## config.mk

```make
export PLATFORM = sky130hd
export DESIGN_NAME = tile_scheduler
export DESIGN_NICKNAME = d
export VERILOG_FILES = /design/src/rtl/tile_scheduler_pkg.sv /design/src/rtl/tile_axis_cnt.sv /design/src/rtl/tile_scheduler.sv
export SDC_FILE = /design/constraint.sdc
export NUM_CORES = 1
export LEC_CHECK = 0
export CORE_MARGIN = 2
export CORE_UTILIZATION = 54
export DETAILED_ROUTE_END_ITERATION = 8
export HOLD_SLACK_MARGIN = 0.03
export PLACE_DENSITY = 0.81
export SYNTH_ARGS = -nofsm -noshare
export SYNTH_HDL_FRONTEND = slang
export SYNTH_SLANG_ARGS = --single-unit
export TNS_END_PERCENT = 5
```

## constraint.sdc

```tcl
create_clock -name clk -period 6.5 [get_ports clk]
set_input_delay 1.3 -clock clk [delete_from_list [all_inputs] [get_ports clk]]
set_output_delay 1.3 -clock clk [all_outputs]
set_load 0.01 [all_outputs]
```

## src/rtl/tile_scheduler_pkg.sv

```systemverilog
// tile_scheduler_pkg: shared controller types for the layer tile sequencer.
// Holds layer-type codes, the scheduler state enum and the tile descriptor struct.
package tile_scheduler_pkg;
    localparam int SCHED_N_W = 16;
    localparam int SCHED_C_W = 8;

    typedef enum logic [1:0] {
        POINTWISE = 2'd0,
        DEPTHWISE = 2'd1,
        STANDARD  = 2'd2,
        LINEAR    = 2'd3
    } layer_type_t;

    typedef enum logic [2:0] {
        IDLE,
        CHECK,
        ISSUE,
        WAIT,
        DONE
    } sched_state_t;

    typedef struct packed {
        logic [SCHED_C_W-1:0] d_base;
        logic [SCHED_C_W-1:0] k_base;
        logic [SCHED_N_W-1:0] n_base;
        logic [SCHED_C_W-1:0] d_size;
        logic [SCHED_C_W-1:0] k_size;
        logic [SCHED_N_W-1:0] n_size;
        logic                 first_d;
        logic                 last_d;
    } tile_desc_t;
endpackage

```

## src/rtl/tile_axis_cnt.sv

```systemverilog
// tile_axis_cnt: one tiling axis - base index, remainder-clipped size and wrap flag.
// Ports: clk, rst (sync, active-high), clr (zero base), adv (step or wrap base),
//        step/limit (tile size, axis extent), base/size (current tile), wrap (last tile on axis).
module tile_axis_cnt #(
    parameter int W = 8
) (
    input  logic         clk,
    input  logic         rst,
    input  logic         clr,
    input  logic         adv,
    input  logic [W-1:0] step,
    input  logic [W-1:0] limit,
    output logic [W-1:0] base,
    output logic [W-1:0] size,
    output logic         wrap
);
    logic [W:0]   sum;
    logic [W-1:0] rem;

    // One extra bit so base+step near the top of the range cannot alias back.
    assign sum  = {1'b0, base} + {1'b0, step};
    assign wrap = sum >= {1'b0, limit};
    assign rem  = limit - base;
    assign size = (rem < step) ? rem : step;

    always_ff @(posedge clk) begin
        if (rst || clr)
            base <= '0;
        else if (adv)
            base <= wrap ? '0 : sum[W-1:0];
    end
endmodule

```

## src/rtl/tile_scheduler.sv

```systemverilog
// tile_scheduler: walks the (n, k, d) tile space of a layer, issuing one descriptor at a time.
// Ports: clk, rst (sync, active-high); start + layer config (layer_type, in_C, out_C, total_n,
//        tile_D, tile_K, tile_n) latched on start; busy; tile_valid/tile_ready handshake with
//        descriptor (d/k/n base and size, first_d, last_d); tile_done from launcher;
//        layer_done pulse; sticky cfg_err.
module tile_scheduler
    import tile_scheduler_pkg::*;
#(
    parameter int N_W = SCHED_N_W,
    parameter int C_W = SCHED_C_W
) (
    input  logic           clk,
    input  logic           rst,
    input  logic           start,
    input  logic [1:0]     layer_type,
    input  logic [C_W-1:0] in_C,
    input  logic [C_W-1:0] out_C,
    input  logic [N_W-1:0] total_n,
    input  logic [C_W-1:0] tile_D,
    input  logic [C_W-1:0] tile_K,
    input  logic [31:0]    tile_n,
    output logic           busy,
    output logic           tile_valid,
    input  logic           tile_ready,
    output logic [C_W-1:0] d_base,
    output logic [C_W-1:0] k_base,
    output logic [N_W-1:0] n_base,
    output logic [C_W-1:0] d_size,
    output logic [C_W-1:0] k_size,
    output logic [N_W-1:0] n_size,
    output logic           first_d,
    output logic           last_d,
    input  logic           tile_done,
    output logic           layer_done,
    output logic           cfg_err
);
    sched_state_t   state, next;
    layer_type_t    lt_q;
    logic [C_W-1:0] in_c_q, out_c_q, tile_d_q, tile_k_q;
    logic [N_W-1:0] total_n_q, tile_n_q, tn_sat, tn_eff;
    logic [C_W-1:0] d_b, d_s, k_b, k_s;
    logic [N_W-1:0] n_b, n_s;
    logic           d_wrap, k_wrap, n_wrap, d_wrap_e, dw, cfg_bad, accept, done_ev, last;
    tile_desc_t     desc;

    // Oversized tile_n saturates; PW needs groups of 4 spatial positions.
    assign tn_sat = |tile_n[31:N_W] ? '1 : tile_n[N_W-1:0];
    assign tn_eff = (layer_type == POINTWISE) ? {tn_sat[N_W-1:2], 2'b00} : tn_sat;

    assign accept   = (state == IDLE) && start;
    assign dw       = (lt_q == DEPTHWISE);
    assign d_wrap_e = dw || d_wrap;
    assign done_ev  = (state == WAIT) && tile_done;
    assign last     = d_wrap_e && k_wrap && n_wrap;
    // tile_D is irrelevant for DW because the d loop follows k.
    assign cfg_bad  = (in_c_q == '0) || (out_c_q == '0) || (total_n_q == '0) ||
                      (tile_k_q == '0) || (tile_n_q == '0) || (!dw && tile_d_q == '0);

    always_ff @(posedge clk) begin
        if (rst) begin
            lt_q      <= POINTWISE;
            in_c_q    <= '0;
            out_c_q   <= '0;
            total_n_q <= '0;
            tile_d_q  <= '0;
            tile_k_q  <= '0;
            tile_n_q  <= '0;
        end else if (accept) begin
            lt_q      <= layer_type_t'(layer_type);
            in_c_q    <= in_C;
            out_c_q   <= out_C;
            total_n_q <= total_n;
            tile_d_q  <= tile_D;
            tile_k_q  <= tile_K;
            tile_n_q  <= tn_eff;
        end
    end

    always_ff @(posedge clk) begin
        if (rst || accept)
            cfg_err <= 1'b0;
        else if (state == CHECK && cfg_bad)
            cfg_err <= 1'b1;
    end

    always_ff @(posedge clk) begin
        if (rst)
            state <= IDLE;
        else
            state <= next;
    end

    always_comb begin
        next       = state;
        busy       = (state != IDLE);
        tile_valid = (state == ISSUE);
        layer_done = (state == DONE);
        case (state)
            IDLE:    if (start) next = CHECK;
            CHECK:   next = cfg_bad ? DONE : ISSUE;
            ISSUE:   if (tile_ready) next = WAIT;
            WAIT:    if (tile_done) next = last ? DONE : ISSUE;
            DONE:    next = IDLE;
            default: next = IDLE;
        endcase
    end

    tile_axis_cnt #(.W(C_W)) u_d (
        .clk(clk), .rst(rst), .clr(state == CHECK), .adv(done_ev),
        .step(tile_d_q), .limit(in_c_q), .base(d_b), .size(d_s), .wrap(d_wrap)
    );

    tile_axis_cnt #(.W(C_W)) u_k (
        .clk(clk), .rst(rst), .clr(state == CHECK), .adv(done_ev && d_wrap_e),
        .step(tile_k_q), .limit(out_c_q), .base(k_b), .size(k_s), .wrap(k_wrap)
    );

    tile_axis_cnt #(.W(N_W)) u_n (
        .clk(clk), .rst(rst), .clr(state == CHECK), .adv(done_ev && d_wrap_e && k_wrap),
        .step(tile_n_q), .limit(total_n_q), .base(n_b), .size(n_s), .wrap(n_wrap)
    );

    // Descriptor comes straight from the base registers, which only move in WAIT,
    // so it is stable for the whole ISSUE phase; it reads as zero otherwise.
    always_comb begin
        desc = '0;
        if (tile_valid) begin
            desc.d_base  = dw ? k_b : d_b;
            desc.k_base  = k_b;
            desc.n_base  = n_b;
            desc.d_size  = dw ? k_s : d_s;
            desc.k_size  = k_s;
            desc.n_size  = n_s;
            desc.first_d = dw || (d_b == '0);
            desc.last_d  = d_wrap_e;
        end
    end

    assign d_base  = desc.d_base;
    assign k_base  = desc.k_base;
    assign n_base  = desc.n_base;
    assign d_size  = desc.d_size;
    assign k_size  = desc.k_size;
    assign n_size  = desc.n_size;
    assign first_d = desc.first_d;
    assign last_d  = desc.last_d;
endmodule

```

Word-level counts from Yosys, hierarchy flattened
Cells that the tools add are included.
W data, S select, Z words.
{ "word_totals": {"regBits": 102, "in_bits": 87, "output_inout_bits": 70, "elab_cells": 79} }
{ "classes": {"n_addsub": 6, "magnitude_cmp": 6, "eq_ne": 8, "muxes": 17, "n_reduce_logical": 30} }
{ "ops": {"columns": ["cell", "n"], "rows": [
  ["$mux W66", 1],
  ["$mux W16", 3],
  ["$mux W8", 6],
  ["$logic_not A8 Y1", 5],
  ["$logic_not A16 Y1", 2],
  ["$add A8 B8 Y9", 2],
  ["$ge A9 B8 Y1", 2],
  ["$add A16 B16 Y17", 1],
  ["$ge A17 B16 Y1", 1],
  ["$lt A16 B16 Y1", 1],
  ["$lt A8 B8 Y1", 2],
  ["$reduce_or A16 Y1", 1],
  ["$sub A16 B16 Y16", 1],
  ["$sub A8 B8 Y8", 2],
  ["$mux W3", 5],
  ["$pmux W3 S4", 1],
  ["$logic_or A1 B1 Y1", 9],
  ["$logic_and A1 B1 Y1", 8],
  ["$eq A3 B2 Y1 const B", 2],
  ["$ne A2 B2 Y1 const B", 2],
  ["$eq A3 B1 Y1 const B", 1],
  ["$eq A3 B3 Y1 const B", 1],
  ["$logic_not A3 Y1", 1],
  ["$reduce_and A3 Y1", 1],
  ["other kinds (6)", 6]
]} }

Depth between registers and ports, before layout
{ "depth": {"word_depth": 8, "mapped_depth": 19, "depth_no_buf": 18} }

Modules after synthesis
A second synthesis with hierarchy kept.
{ "unflattened": {"cells_unflattened": 1224, "hier_area_um2": 9362.7} }
{ "modules_own_cells": {"columns": ["mod", "instances", "cells_per_inst", "area_each_um2", "seq_area_each_um2"], "rows": [
  ["tile_scheduler", 1, 474, 3405.8, 1401.3],
  ["tile_axis_cnt (u_n)", 1, 397, 3081.7, 320.3],
  ["tile_axis_cnt (u_k)", 1, 189, 1497.7, 160.2],
  ["tile_axis_cnt (u_d)", 1, 164, 1377.6, 160.2]
]} }

Least setup slack after synthesis
Ideal clock, no wire load.
{ "synth_path": {"path_kind": "register -> output", "startpoint": "register total_n_q[0]", "endpoint": "output port n_size[2]", "arrival_ps": 3849, "t_required_ps": 5200, "path_slack_ps": 1351, "stages_incl_launch_ff": 19, "path_buffers": 1, "cell_sequence": "dfxtp_1 inv_1 ha_1 inv_1 fa_1 a21o_1 a21oi_2 o21ai_1 a41o_1 or4_1 o311ai_1 nor2_1 ha_1 nand4_1 a2111oi_0 a21o_1 buf_2 nor2_1 a211oi_1"} }
{ "synth_between": {"elab_chain_len": 4} }
{ "synth_lines": {"columns": ["item", "line", "rtl"], "rows": [
  ["from (decl)", "tile_scheduler.sv:40", "logic [N_W-1:0] total_n_q, tile_n_q, tn_sat, tn_eff;"],
  ["from (signal assigned)", "tile_scheduler.sv:72", "total_n_q <= total_n;"],
  ["$sub A16 B16 Y16 *", "tile_axis_cnt.sv:23", "assign rem = limit - base;"],
  ["$lt A16 B16 Y1", "tile_axis_cnt.sv:24", "assign size = (rem < step) ? rem : step;"],
  ["$mux W16 *", "tile_axis_cnt.sv:24", null],
  ["$mux W66 *", "tile_scheduler.sv:127", "if (tile_valid) begin"],
  ["to (decl)", "tile_scheduler.sv:30", "output logic [N_W-1:0] n_size,"]
]} }
Every way passes the cells marked *; elsewhere a longest branch is shown, timed or not.

Final worst setup path
Ends and elaborated chain as after synthesis.

==> impl_metrics.json <==
{
  "grt_max_degree": 72,
  "reg2reg_slack_ps": 2210,
  "path_max_fanout": 18,
  "cp-endpoint": "n_size[2]",
  "cp-start-kind": "flip-flop",
  "dp_cells": 1538,
  "fin_hold_ws_ps": 464,
  "crit_start": "total_n_q[0]$_SDFFE_PP0P_",
  "worst_slew_pin_slew_ps": 1030,
  "ys_ff_latch": 102,
  "core.rowCount": 47,
  "cp.required_ps": 5200,
  "endpoint_kind": "primary output",
  "hpwl_mm": 21.7,
  "path_cells": "inv_1 > ha_1 > inv_1 > fa_1 > a21o_1 > a21oi_2 > o21ai_1 > a41o_1 > or4_1 > o311ai_1 > nor2_1 > ha_1 > nand4_1 > a2111oi_2 > a21o_2 > buf_12 > nor2_1 > a211oi_1 > clkdlybuf4s50_1",
  "period_needed_ps": 6290,
  "viasPerCell": 5.93,
  "cp.arrival_ps": 4990,
  "yosysUniqueCellTypes": 76,
  "routed_wl_mm": 28.2,
  "clkLatencyLatePin_ps": 360,
  "clk_pin_slew_ps": 80,
  "finalNonFillerCells": 1556,
  "core_area_um2": 16400,
  "clkSinkCount": 102,
  "crit_cells": 19,
  "synth_area_um2": 8970,
  "synth-main-ff-cell": "dfxtp_1",
  "grt_pass1_vias": 8878,
  "htreeDepth": 3,
  "yosysSeqAreaShare_pct": 22.8,
  "grt.total_usage_pct": 32.0,
  "worst_r2r_endpoint": "u_n.base[7]$_SDFFE_PP0P_",
  "clockBufferDepth": 2,
  "finalSetupViolations": 0,
  "area_growth_pct": 22.5,
  "leakage_nw": 4.39,
  "finalPower_w": 0.00399,
  "worst_r2r_path_depth": 15,
  "slew_viol_final": 0,
  "outcome": "completed",
  "utilization_pct": 67.0,
  "wl_per_cell_um": 18.1,
  "mostFrequentLayoutCells": "163 x nand2_1, 154 x clkdlybuf4s50_1, 127 x a21oi_1, 122 x ha_1, 109 x nor2_1",
  "overflow": 0,
  "vias": 9220,
  "port_buffers": 156,
  "timing.fmax_ghz": 0.159,
  "max_stage_delay_ps": 580,
  "critPathBufInv": 4,
  "power.density_nw_per_um2": 363,
  "first_iter_violations": 704,
  "gp_congestion": 0.945,
  "syn_inst": 1202,
  "fp.dieArea_um2": 17700,
  "ys_warn_count": 0,
  "grt_pass1_wl_mm": 45.2,
  "cts_tree": "done",
  "maxCapViolCount": 0,
  "power.ir.vdd_worst_v": 0.000371,
  "die_w_um": 133,
  "antenna_cells": 0,
  "first_pass_iters": 5,
  "finClkSkew_ps": 8.01,
  "syn_avg_cell_area_um2": 7.47,
  "relSlewSlack_pct": 31.6,
  "dieHeight_um": 133,
  "pin_count": 157,
  "syn_nets": 1417,
  "antenna_found_initial": 0,
  "r2r_start": "tile_n_q[0]$_SDFFE_PP0P_",
  "layout-drive-gt1-share_pct": 4.42,
  "cts_buffers": 9,
  "antenna_left": 0,
  "cts_hold_buf": 0,
  "period_share_pct": 96.8,
  "mostFrequentLayoutCell": "nand2_1",
  "critical_path.top_delay_family": "compound AO/OA/AOI/OAI gates",
  "drc": 0,
  "finalNetCount": 1546,
  "ctsRootBufferMaster": "clkbuf_16",
  "hp-class": "flip-flop to flip-flop",
  "finalHoldViolations": 0,
  "path_class": "flip-flop to primary output",
  "cp_slowest_cell": "clkdlybuf4s50_1",
  "synthArstFlopShare_pct": 0,
  "initial_core_util_pct": 54.7,
  "synth_edf_count": 0
}
timing repair:
item | CTS | global route
resized for setup | 0 | 5
endpoints found under the setup margin | 0 | 15
setup buffers | 0 | 2
worst min-delay path, stage by stage, from the launching register on:
cell	delay, ps
dfxtp_1	320
inv_1	50
a211oi_1	50
power by group:
part / internal (W) / leakage [nW] / total (W) / switching, W
registers: 0.000727 / 0.834 / 0.000887 / 0.000160
clock network: 0.000274 / 0.140 / 0.000543 / 0.000269
logic: 0.00105 / 3.42 / 0.00256 / 0.00152
total: 0.00205 / 4.39 / 0.00399 / 0.00195
cell usage after synthesis, types with 6 or more instances:
| cell type | count | share of area [%] |
|---|---|---|
| nand2_1 | 165 | 6.9 |
| a21oi_1 | 127 | 7.1 |
| ha_1 | 122 | 17 |
| nor2_1 | 109 | 4.6 |
| inv_1 | 107 | 4.5 |
| dfxtp_1 | 102 | 23 |
| clkbuf_1 | 40 | 1.7 |
| a211oi_1 | 34 | 2.8 |
| xnor2_1 | 33 | 3.2 |
| a21o_1 | 28 | 2.3 |
| nand3_1 | 28 | 1.6 |
| nor4_1 | 28 | 2.0 |
| nor3_1 | 25 | 1.4 |
| o21ai_0 | 23 | 1.3 |
| o21ai_1 | 17 | 0.95 |
| o21a_1 | 14 | 1.2 |
| mux2i_1 | 13 | 1.4 |
| nand4_1 | 12 | 0.84 |
| xor2_1 | 12 | 1.2 |
| a22oi_1 | 11 | 0.92 |
| and2_1 | 11 | 0.77 |
| and3_1 | 9 | 0.63 |
| nand2b_1 | 8 | 0.56 |
| o211ai_1 | 8 | 0.67 |
| o21bai_1 | 8 | 0.67 |
| a21oi_2 | 7 | 0.68 |
| buf_2 | 6 | 0.33 |
| fa_1 | 6 | 1.3 |
| nor2b_1 | 6 | 0.42 |
metrics by stage:
| stage | setup TNS [ps] | instance area, µm² | setup WS (ps) |
|---|---|---|---|
| 2_1_floorplan | 0 | 8970 | 1350 |
| 3_3_place_gp | 0 | 10700 | 559 |
| 3_5_place_dp | 0 | 10700 | 463 |
| 4_1_cts | 0 | 11000 | 46.7 |
| 5_1_grt | -239 | 11000 | -70.9 |
| 6_report | 0 | 11000 | 208 |
cell families after synthesis:
logic type	share of synthesized area, %
and+or+nand+nor	21.8
buffers and inverters	6.82
adders and majority gates	18.3
muxes	1.83
AOI/OAI and AO/OA	24.0
DFF	22.8
xor gates and xnor gates	4.39
how the worst min path moves through the flow:
stage,from,to,slack [ps],depth (start not counted)
3_3_place_gp,cfg_err$_SDFFE_PP0P_,cfg_err$_SDFFE_PP0P_,450,2
2_1_floorplan,lt_q[1]$_SDFFE_PP0P_,lt_q[1]$_SDFFE_PP0P_,440,2
4_1_cts,cfg_err$_SDFFE_PP0P_,cfg_err$_SDFFE_PP0P_,470,2
5_1_grt,cfg_err$_SDFFE_PP0P_,cfg_err$_SDFFE_PP0P_,500,2
6_report,cfg_err$_SDFFE_PP0P_,cfg_err$_SDFFE_PP0P_,460,2
3_5_place_dp,cfg_err$_SDFFE_PP0P_,cfg_err$_SDFFE_PP0P_,450,2
cell type report:
type / instances / area (µm²)
Inverter: 109 / 409
Sequential cell: 102 / 2040
Clock inverter: 6 / 43.8
Clock buffer: 10 / 239
Tap cell: 220 / 275
Timing Repair Buffer: 166 / 1650
Fill cell: 1423 / 5420
Multi-Input combinational cell: 943 / 6330
per-layer routing:
metal,global-route usage [%],vias up,share of wire [%]
met2,55.3,320,48
met1,39.9,4310,43
li1,-,4524,-
met4,14.2,0,3.7
met3,3.95,66,5.3
met5,0,-,0
sequential cells by signal (all words and copies together) (netlist names):
| signal | cells |
|---|---|
| tile_n_q | 16 |
| total_n_q | 16 |
| cfg_err | 1 |
| tile_d_q | 8 |
| tile_k_q | 8 |
| out_c_q | 8 |
| in_c_q | 8 |
| u_n.base | 16 |
| u_d.base | 8 |
| u_k.base | 8 |
| state | 3 |
| lt_q | 2 |
No activity file was read; power rests on OpenSTA's default activity.
